[src/rtl/water_reminder_pkg.sv]
// Shared types for the multi-bottle water reminder: channel state encoding,
// debug record, default hour window and BCD hour decode.
package water_reminder_pkg;

  typedef enum logic [1:0] {
    ST_IDLE   = 2'd0,
    ST_TRACK  = 2'd1,
    ST_REMIND = 2'd2,
    ST_SNOOZE = 2'd3
  } ch_state_t;

  localparam int DEF_START_HOUR = 8;
  localparam int DEF_END_HOUR   = 22;

  typedef struct packed {
    logic       invalid;
    logic [6:0] hour;
  } hour_t;

  // Per-channel observation record: current state plus the two FSM inputs.
  typedef struct packed {
    ch_state_t state;
    logic      drink;
    logic      ack;
  } ch_dbg_t;

  // Hour digits outside 0..9, or a decoded hour above 23, flag as invalid.
  function automatic hour_t bcd_to_hour(input logic [3:0] msd, input logic [3:0] lsd);
    hour_t r;
    r.hour    = 7'(msd) * 7'd10 + 7'(lsd);
    r.invalid = (msd > 4'd9) || (lsd > 4'd9) || (r.hour > 7'd23);
    return r;
  endfunction

endpackage

[src/rtl/reminder_channel.sv]
// One bottle channel: drink detection, reminder FSM with cycle counter, low-level flag.
// Snooze handling is built only when WATER_REMINDER_SNOOZE_EN is defined.
module reminder_channel
  import water_reminder_pkg::*;
#(
  parameter int LEVEL_W    = 4,
  parameter int LOW_THRESH = 3,
  parameter int TIMEOUT    = 60,
  parameter int SNOOZE_CYC = 30
) (
  input  logic               clk,
  input  logic               reset,
  input  logic               in_window,
  input  logic [LEVEL_W-1:0] level,
  input  logic               ack,
  output logic               remind,
  output logic               remind_nxt,
  output logic               refill,
  output ch_dbg_t            dbg
);

  localparam int CNT_MAX = (TIMEOUT > SNOOZE_CYC) ? TIMEOUT : SNOOZE_CYC;
  localparam int CNT_W   = $clog2(CNT_MAX + 1);

  ch_state_t          state, state_n;
  logic [CNT_W-1:0]   cnt, cnt_n;
  logic [LEVEL_W-1:0] prev_level;
  logic               drink;

  // A rising level is a refill, never a drink.
  assign drink = level < prev_level;

  always_ff @(posedge clk or negedge reset) begin
    if (!reset) begin
      state      <= ST_IDLE;
      cnt        <= '0;
      prev_level <= '0;
      remind     <= 1'b0;
      refill     <= 1'b0;
    end else begin
      state      <= state_n;
      cnt        <= cnt_n;
      prev_level <= level;
      remind     <= remind_nxt;
      refill     <= (level <= LEVEL_W'(LOW_THRESH));
    end
  end

  always_comb begin
    state_n = state;
    cnt_n   = cnt;
    if (!in_window) begin
      state_n = ST_IDLE;
      cnt_n   = '0;
    end else begin
      case (state)
        ST_IDLE: begin
          state_n = ST_TRACK;
          cnt_n   = '0;
        end
        ST_TRACK: begin
          if (drink) begin
            cnt_n = '0;
          end else if (cnt == CNT_W'(TIMEOUT - 1)) begin
            state_n = ST_REMIND;
            cnt_n   = '0;
          end else begin
            cnt_n = cnt + CNT_W'(1);
          end
        end
        ST_REMIND: begin
          if (drink) begin
            state_n = ST_TRACK;
            cnt_n   = '0;
          end
`ifdef WATER_REMINDER_SNOOZE_EN
          else if (ack) begin
            state_n = ST_SNOOZE;
            cnt_n   = '0;
          end
`endif
        end
`ifdef WATER_REMINDER_SNOOZE_EN
        ST_SNOOZE: begin
          if (drink) begin
            state_n = ST_TRACK;
            cnt_n   = '0;
          end else if (cnt == CNT_W'(SNOOZE_CYC - 1)) begin
            state_n = ST_REMIND;
            cnt_n   = '0;
          end else begin
            cnt_n = cnt + CNT_W'(1);
          end
        end
`endif
        default: begin
          state_n = ST_IDLE;
          cnt_n   = '0;
        end
      endcase
    end
  end

  always_comb begin
    remind_nxt = (state_n == ST_REMIND);
    dbg        = '{state: state, drink: drink, ack: ack};
  end

endmodule

[src/rtl/water_reminder_multi.sv]
// Multi-channel water reminder: shared hour-window decode, NUM_CH reminder channels,
// registered any_remind. Optional snooze via WATER_REMINDER_SNOOZE_EN.
module water_reminder_multi
  import water_reminder_pkg::*;
#(
  parameter int NUM_CH     = 4,
  parameter int LEVEL_W    = 4,
  parameter int LOW_THRESH = 3,
  parameter int TIMEOUT    = 60,
  parameter int SNOOZE_CYC = 30,
  parameter int START_HOUR = DEF_START_HOUR,
  parameter int END_HOUR   = DEF_END_HOUR
) (
  input  logic                      clk,
  input  logic                      reset,
  input  logic [NUM_CH*LEVEL_W-1:0] water_level,
  input  logic [3:0]                hMSD,
  input  logic [3:0]                hLSD,
  input  logic [NUM_CH-1:0]         ack,
  output logic [NUM_CH-1:0]         remind,
  output logic [NUM_CH-1:0]         refill,
  output logic                      any_remind,
  output ch_dbg_t [NUM_CH-1:0]      dbg
);

  hour_t             hr;
  logic              in_window;
  logic [NUM_CH-1:0] remind_nxt;

  assign hr        = bcd_to_hour(hMSD, hLSD);
  assign in_window = !hr.invalid && (hr.hour >= 7'(START_HOUR)) && (hr.hour < 7'(END_HOUR));

  for (genvar c = 0; c < NUM_CH; c++) begin : g_ch
    reminder_channel #(
      .LEVEL_W   (LEVEL_W),
      .LOW_THRESH(LOW_THRESH),
      .TIMEOUT   (TIMEOUT),
      .SNOOZE_CYC(SNOOZE_CYC)
    ) u_ch (
      .clk       (clk),
      .reset     (reset),
      .in_window (in_window),
      .level     (water_level[c*LEVEL_W +: LEVEL_W]),
      .ack       (ack[c]),
      .remind    (remind[c]),
      .remind_nxt(remind_nxt[c]),
      .refill    (refill[c]),
      .dbg       (dbg[c])
    );
  end

  // Built from next-state bits so it moves in the same cycle as remind.
  always_ff @(posedge clk or negedge reset) begin
    if (!reset) any_remind <= 1'b0;
    else        any_remind <= |remind_nxt;
  end

endmodule

[config.mk]
export PLATFORM = sky130hd
export DESIGN_NAME = water_reminder_multi
export DESIGN_NICKNAME = d
export VERILOG_FILES = /design/src/rtl/water_reminder_pkg.sv /design/src/rtl/reminder_channel.sv /design/src/rtl/water_reminder_multi.sv
export SDC_FILE = /design/constraint.sdc
export NUM_CORES = 1
export LEC_CHECK = 0
export BUFFER_PORTS_ARGS = -buffer_cell sky130_fd_sc_hd__clkbuf_2
export CAP_MARGIN = 30
export CORE_ASPECT_RATIO = 0.75
export CORE_MARGIN = 8
export CORE_UTILIZATION = 35
export DETAILED_ROUTE_END_ITERATION = 6
export PLACE_DENSITY = 0.52
export SYNTH_ARGS = -nofsm -noshare
export SYNTH_HDL_FRONTEND = slang
export SYNTH_SLANG_ARGS = --single-unit
[constraint.sdc]
create_clock -name clk -period 3.8 [get_ports clk]
set_clock_uncertainty 0.1 [all_clocks]
set_input_delay 0.19 -clock clk [delete_from_list [all_inputs] [get_ports clk]]
set_output_delay 0.19 -clock clk [all_outputs]
set_load 0.005 [all_outputs]
==> Flow_metrics.wiki <==
{| class="wikitable"
! Metric !! Value
|-
| Number of sinks handled by clock tree synthesis || 57
|-
| Worst vdd rail ir drop || around 0.27 mV
|-
| Synth warnings || 0
|-
| Multiplexer share of the synthesized area || less than 1%
|-
| First-pass iteration count of the detailed router || 4
|-
| Signal arrival time at the worst endpoint || 2920 ps
|-
| Number of global-route vias before repair || ~2500
|-
| TritonCTS clock tree || yes
|-
| Commonest cells post-synth || sky130_fd_sc_hd__dfrtp_1 (57), sky130_fd_sc_hd__nor2_1 (29), sky130_fd_sc_hd__ha_1 (22), sky130_fd_sc_hd__o21ai_0 (22), sky130_fd_sc_hd__inv_1 (20)
|-
| Most common cell in the netlist || sky130_fd_sc_hd__dfrtp_1
|-
| Unrepaired setup endpoints after global routing || false
|-
| Final Cell Area || between 3000 and 4000 um^2
|-
| Worst-case hold slack || between 200 and 300 ps
|-
| Pwr Density || between 400 and 500 nW/um^2
|-
| # setup viols final || 0
|-
| Minimum setup slack among reg-to-reg paths || 1820 ps
|-
| Static Leak || 1.82 nW
|-
| X dimension of the die || 126 um
|-
| Number of flops mapped to enable cells by yosys || 0
|-
| Worst-Margin Slew || about 840 ps
|-
| Post-CTS repair timing setup buffer count || 0
|-
| Num rows || 30
|-
| Max Clk Rate || 358 MHz
|-
| Register area share after synthesis || 44.7%
|-
| Kind of critical path || in2reg
|-
| Type of origin of the critical path || primary input
|-
| Top routing layer in use || met4
|-
| Final max-slew violation count || 0
|-
| Post-Syn Nets || ~370
|-
| Reg clk slew, reported paths || approximately 50 ps
|-
| Residual DRC count || 0
|-
| # diodes || 0
|-
| Total power consumption of the routed design || 1.68 mW
|-
| Total via count after detailed routing || ~2400
|-
| Setup TNS || 0 ps
|-
| Synthesized-area fraction occupied by adder cells || approximately a tenth
|-
| Placement Cell Area || between 3000 and 4000 um^2
|-
| Delay-heaviest family, CP || compound AO/OA/AOI/OAI gates
|-
| Total routing resource utilization after global routing || ~11%
|-
| Full die area || 12500 um^2
|-
| Post-synth ARST share || 100%
|-
| Root buf cell || sky130_fd_sc_hd__clkbuf_16
|-
| Global-route wire length before repair || 11700 um
|-
| CP required || just under 4000 ps
|-
| Synthesized instance count || around 320
|-
| Top-area cell type share of the netlist area || around 45%
|-
| Slew headroom || 43.5%
|-
| Met2 wire length || between 2000 and 3000 um
|-
| Fraction of layout instances using a drive strength above 1 || between 20% and 30%
|-
| Fraction of the mapped netlist area in simple logic gates || approximately a fifth
|-
| Worst setup EP type || flip-flop
|-
| Final weighted congestion in routability-driven placement || slightly below 0.8
|-
| Post-Synthesis Mean Instance Area || 10.1 um^2
|-
| Max capacitance violation total || 0
|-
| Number of cells upsized or downsized after cts || 0
|-
| Per-cell via count in the routed design || between 4 and 5
|-
| Non-filler instance count after layout || about 490
|-
| Period utilisation layout || 73.6%
|-
| Crit-path max FO || 23
|-
| Initial antenna violation count || 0
|-
| Port Buffers || 45
|-
| Starting utilization of the core area || between 30 and 40%
|-
| Ordered cell list for the critical path || clkbuf_2 -> ha_1 -> ha_1 -> fa_1 -> xor2_1 -> a2111oi_0 -> a31oi_1 -> nand3_2 -> o211ai_4 -> buf_4 -> a221oi_1
|-
| Number of flip-flops and latches in the synthesized netlist || 57
|-
| Buf+Inv Stages, Crit Path || 2
|-
| Number of antenna-violating nets in the routed design || 0
|-
| Number of distinct standard cells referenced by the synthesized netlist || 48
|-
| Highest cell delay on the worst timing path || around 500 ps
|-
| Number of endpoints with negative hold slack in the final report || 0
|-
| Most common flop cell mapped by yosys || sky130_fd_sc_hd__dfrtp_1
|-
| Metal-1 WL || around 3300 um
|-
| Area fraction in compound gates after synthesis || between 15 and 20%
|-
| Signed area change from the synthesized netlist to the final layout || 23.6%
|-
| Main combinational cell family by area after synthesis || simple AND/OR/NAND/NOR gates
|-
| Post-detail-place hpwl || 4690 um
|-
| Nets@finish || 426
|-
| Inserted Clock Buffers || 9
|-
| Count of hold-fix buffers inserted at cts || 17
|-
| Min cycle time layout || between 2000 and 3000 ps
|-
| Drt initial violations || ~130
|-
| Length of routed met3 wiring || 234 um
|-
| Wire length per cell after detailed routing || roughly 13 um
|-
| Num ports || 55
|-
| Cell type with the highest aggregate area in the netlist || sky130_fd_sc_hd__dfrtp_1
|-
| Worst skew pair latency || around 320 ps
|-
| Slowest cell on the critical path || sky130_fd_sc_hd__a2111oi_0
|-
| Status || complete, no violations
|-
| Fraction of synthesized cell area in xor and xnor cells || about 1.4%
|-
| Max Buffers Root-to-Sink || 2
|-
| Worst path most repeated cell || sky130_fd_sc_hd__ha_1
|-
| Maximum number of pins on one net before global-route repair || 24
|-
| Synth area leaders || sky130_fd_sc_hd__dfrtp_1 (45%), sky130_fd_sc_hd__ha_1 (8.6%), sky130_fd_sc_hd__nor3_2 (5.6%), sky130_fd_sc_hd__buf_4 (3.8%), sky130_fd_sc_hd__o21ai_0 (3.4%)
|-
| Total overflow reported by the global router || 0
|-
| Vertical die dimension || approximately 99 um
|-
| Min-Delay Path Class || in2async
|-
| Cell count after placement || between 400 and 500
|-
| Post-Synthesis Cell Area || around 3200 um^2
|-
| Core outline area || 8970 um^2
|-
| Htree depth || 3
|-
| Detailed Route WL || 6440 um
|}
[report_power, final]
group / internal [mW] / switching (mW)
combinational: 0.0833 / 0.130
clock: 0.573 / 0.261
sequential: 0.623 / 0.00887
total: 1.28 / 0.399
[state kept, by name, indices dropped and copies added (netlist names)]
signal,cells
g_ch.u_ch.prev_level,16
g_ch.u_ch.cnt,24
g_ch.u_ch.refill,4
any_remind,1
g_ch.u_ch.remind,4
g_ch.u_ch.state,8
[layout by cell type (no fill, tap or decap), types with 2 or more instances in the layout]
master / netlist / routed
sky130_fd_sc_hd__dfrtp_1: 57 / 57
sky130_fd_sc_hd__clkbuf_2: 0 / 45
sky130_fd_sc_hd__nor2_1: 29 / 29
sky130_fd_sc_hd__o21ai_0: 22 / 22
sky130_fd_sc_hd__ha_1: 22 / 22
sky130_fd_sc_hd__inv_1: 20 / 20
sky130_fd_sc_hd__nor3_2: 18 / 18
sky130_fd_sc_hd__nand2_1: 17 / 17
sky130_fd_sc_hd__dlygate4sd3_1: 0 / 17
sky130_fd_sc_hd__a21oi_1: 15 / 15
sky130_fd_sc_hd__nor2b_1: 14 / 14
sky130_fd_sc_hd__nand2b_1: 9 / 9
sky130_fd_sc_hd__clkbuf_16: 0 / 9
sky130_fd_sc_hd__nand3_1: 7 / 7
sky130_fd_sc_hd__and3_1: 6 / 6
sky130_fd_sc_hd__a22oi_1: 6 / 6
sky130_fd_sc_hd__nand4_1: 5 / 5
sky130_fd_sc_hd__clkbuf_8: 0 / 4
sky130_fd_sc_hd__buf_4: 16 / 4
sky130_fd_sc_hd__o21bai_1: 3 / 3
sky130_fd_sc_hd__xor2_1: 3 / 3
sky130_fd_sc_hd__or3_1: 3 / 3
sky130_fd_sc_hd__a211oi_1: 3 / 3
sky130_fd_sc_hd__a32oi_1: 3 / 3
sky130_fd_sc_hd__xnor2_1: 2 / 2
sky130_fd_sc_hd__o211ai_1: 2 / 2
sky130_fd_sc_hd__a21o_1: 2 / 2
sky130_fd_sc_hd__a31oi_1: 2 / 2
sky130_fd_sc_hd__a221oi_1: 2 / 2
sky130_fd_sc_hd__nor4_1: 2 / 2
sky130_fd_sc_hd__fa_1: 2 / 2
[kinds of logic (layout without fill, tap and decap cells)]
logic type,count (synthesis),in the layout
AND/OR/NAND/NOR,115,115
flip-flops,57,57
AO/OA/AOI/OAI,71,71
multiplexers,2,2
adder cells (fa/ha/maj),24,24
XOR/XNOR,5,5
buffers and inverters,41,102
[layer usage]
| layer | vias to the layer above | track usage, % |
|---|---|---|
| li1 | 1224 | - |
| met1 | 1129 | 15.5 |
| met2 | 37 | 16.7 |
| met3 | 12 | 4.05 |
| met4 | 0 | 3.78 |
| met5 | - | 0 |
[cell type report]
class                      instances  area, um^2
clock inverter                     2        35.0
clock buffer                      13         280
inverter                          20        75.1
sequential                        57        1430
multi-input combinational        217        1530
tap                              112         140
fill                             868        5030
timing repair buffer              67         453
[worst register-to-register path, delay by kind of cell, from the launching register on]
| family | cells | cell delay, ps |
|---|---|---|
| AOI/OAI and AO/OA | 4 | 780 |
| adders and majority gates | 1 | 260 |
| buffers and inverters | 2 | 330 |
| DFF | 1 | 330 |
[path summary, 6_finish.rpt]
kind / end / startpoint / cells after the start
max: g_ch[1].u_ch.state[0]$_DFF_PN0_ / hMSD[1] / 11
min: g_ch[2].u_ch.cnt[0]$_DFFE_PN0P_ / reset / 2
max reg2reg: g_ch[0].u_ch.state[0]$_DFF_PN0_ / g_ch[0].u_ch.prev_level[1]$_DFF_PN0_ / 7
min reg2reg: g_ch[3].u_ch.state[0]$_DFF_PN0_ / g_ch[3].u_ch.state[0]$_DFF_PN0_ / 1
max in group asynchronous: g_ch[3].u_ch.cnt[3]$_DFFE_PN0P_ / reset / 4
min in group clk: dbg[8] / ack[2] / 0
[per-stage QoR]
stage | worst slack (ps) | utilization, %
after floorplan | 1410 | -
after detailed placement | 726 | 38.5
after global placement | 803 | 38.2
after CTS | 1020 | 44.0
final | 1000 | 44.0
after global routing | 792 | 44.0
(Power assumes the default switching activity.)
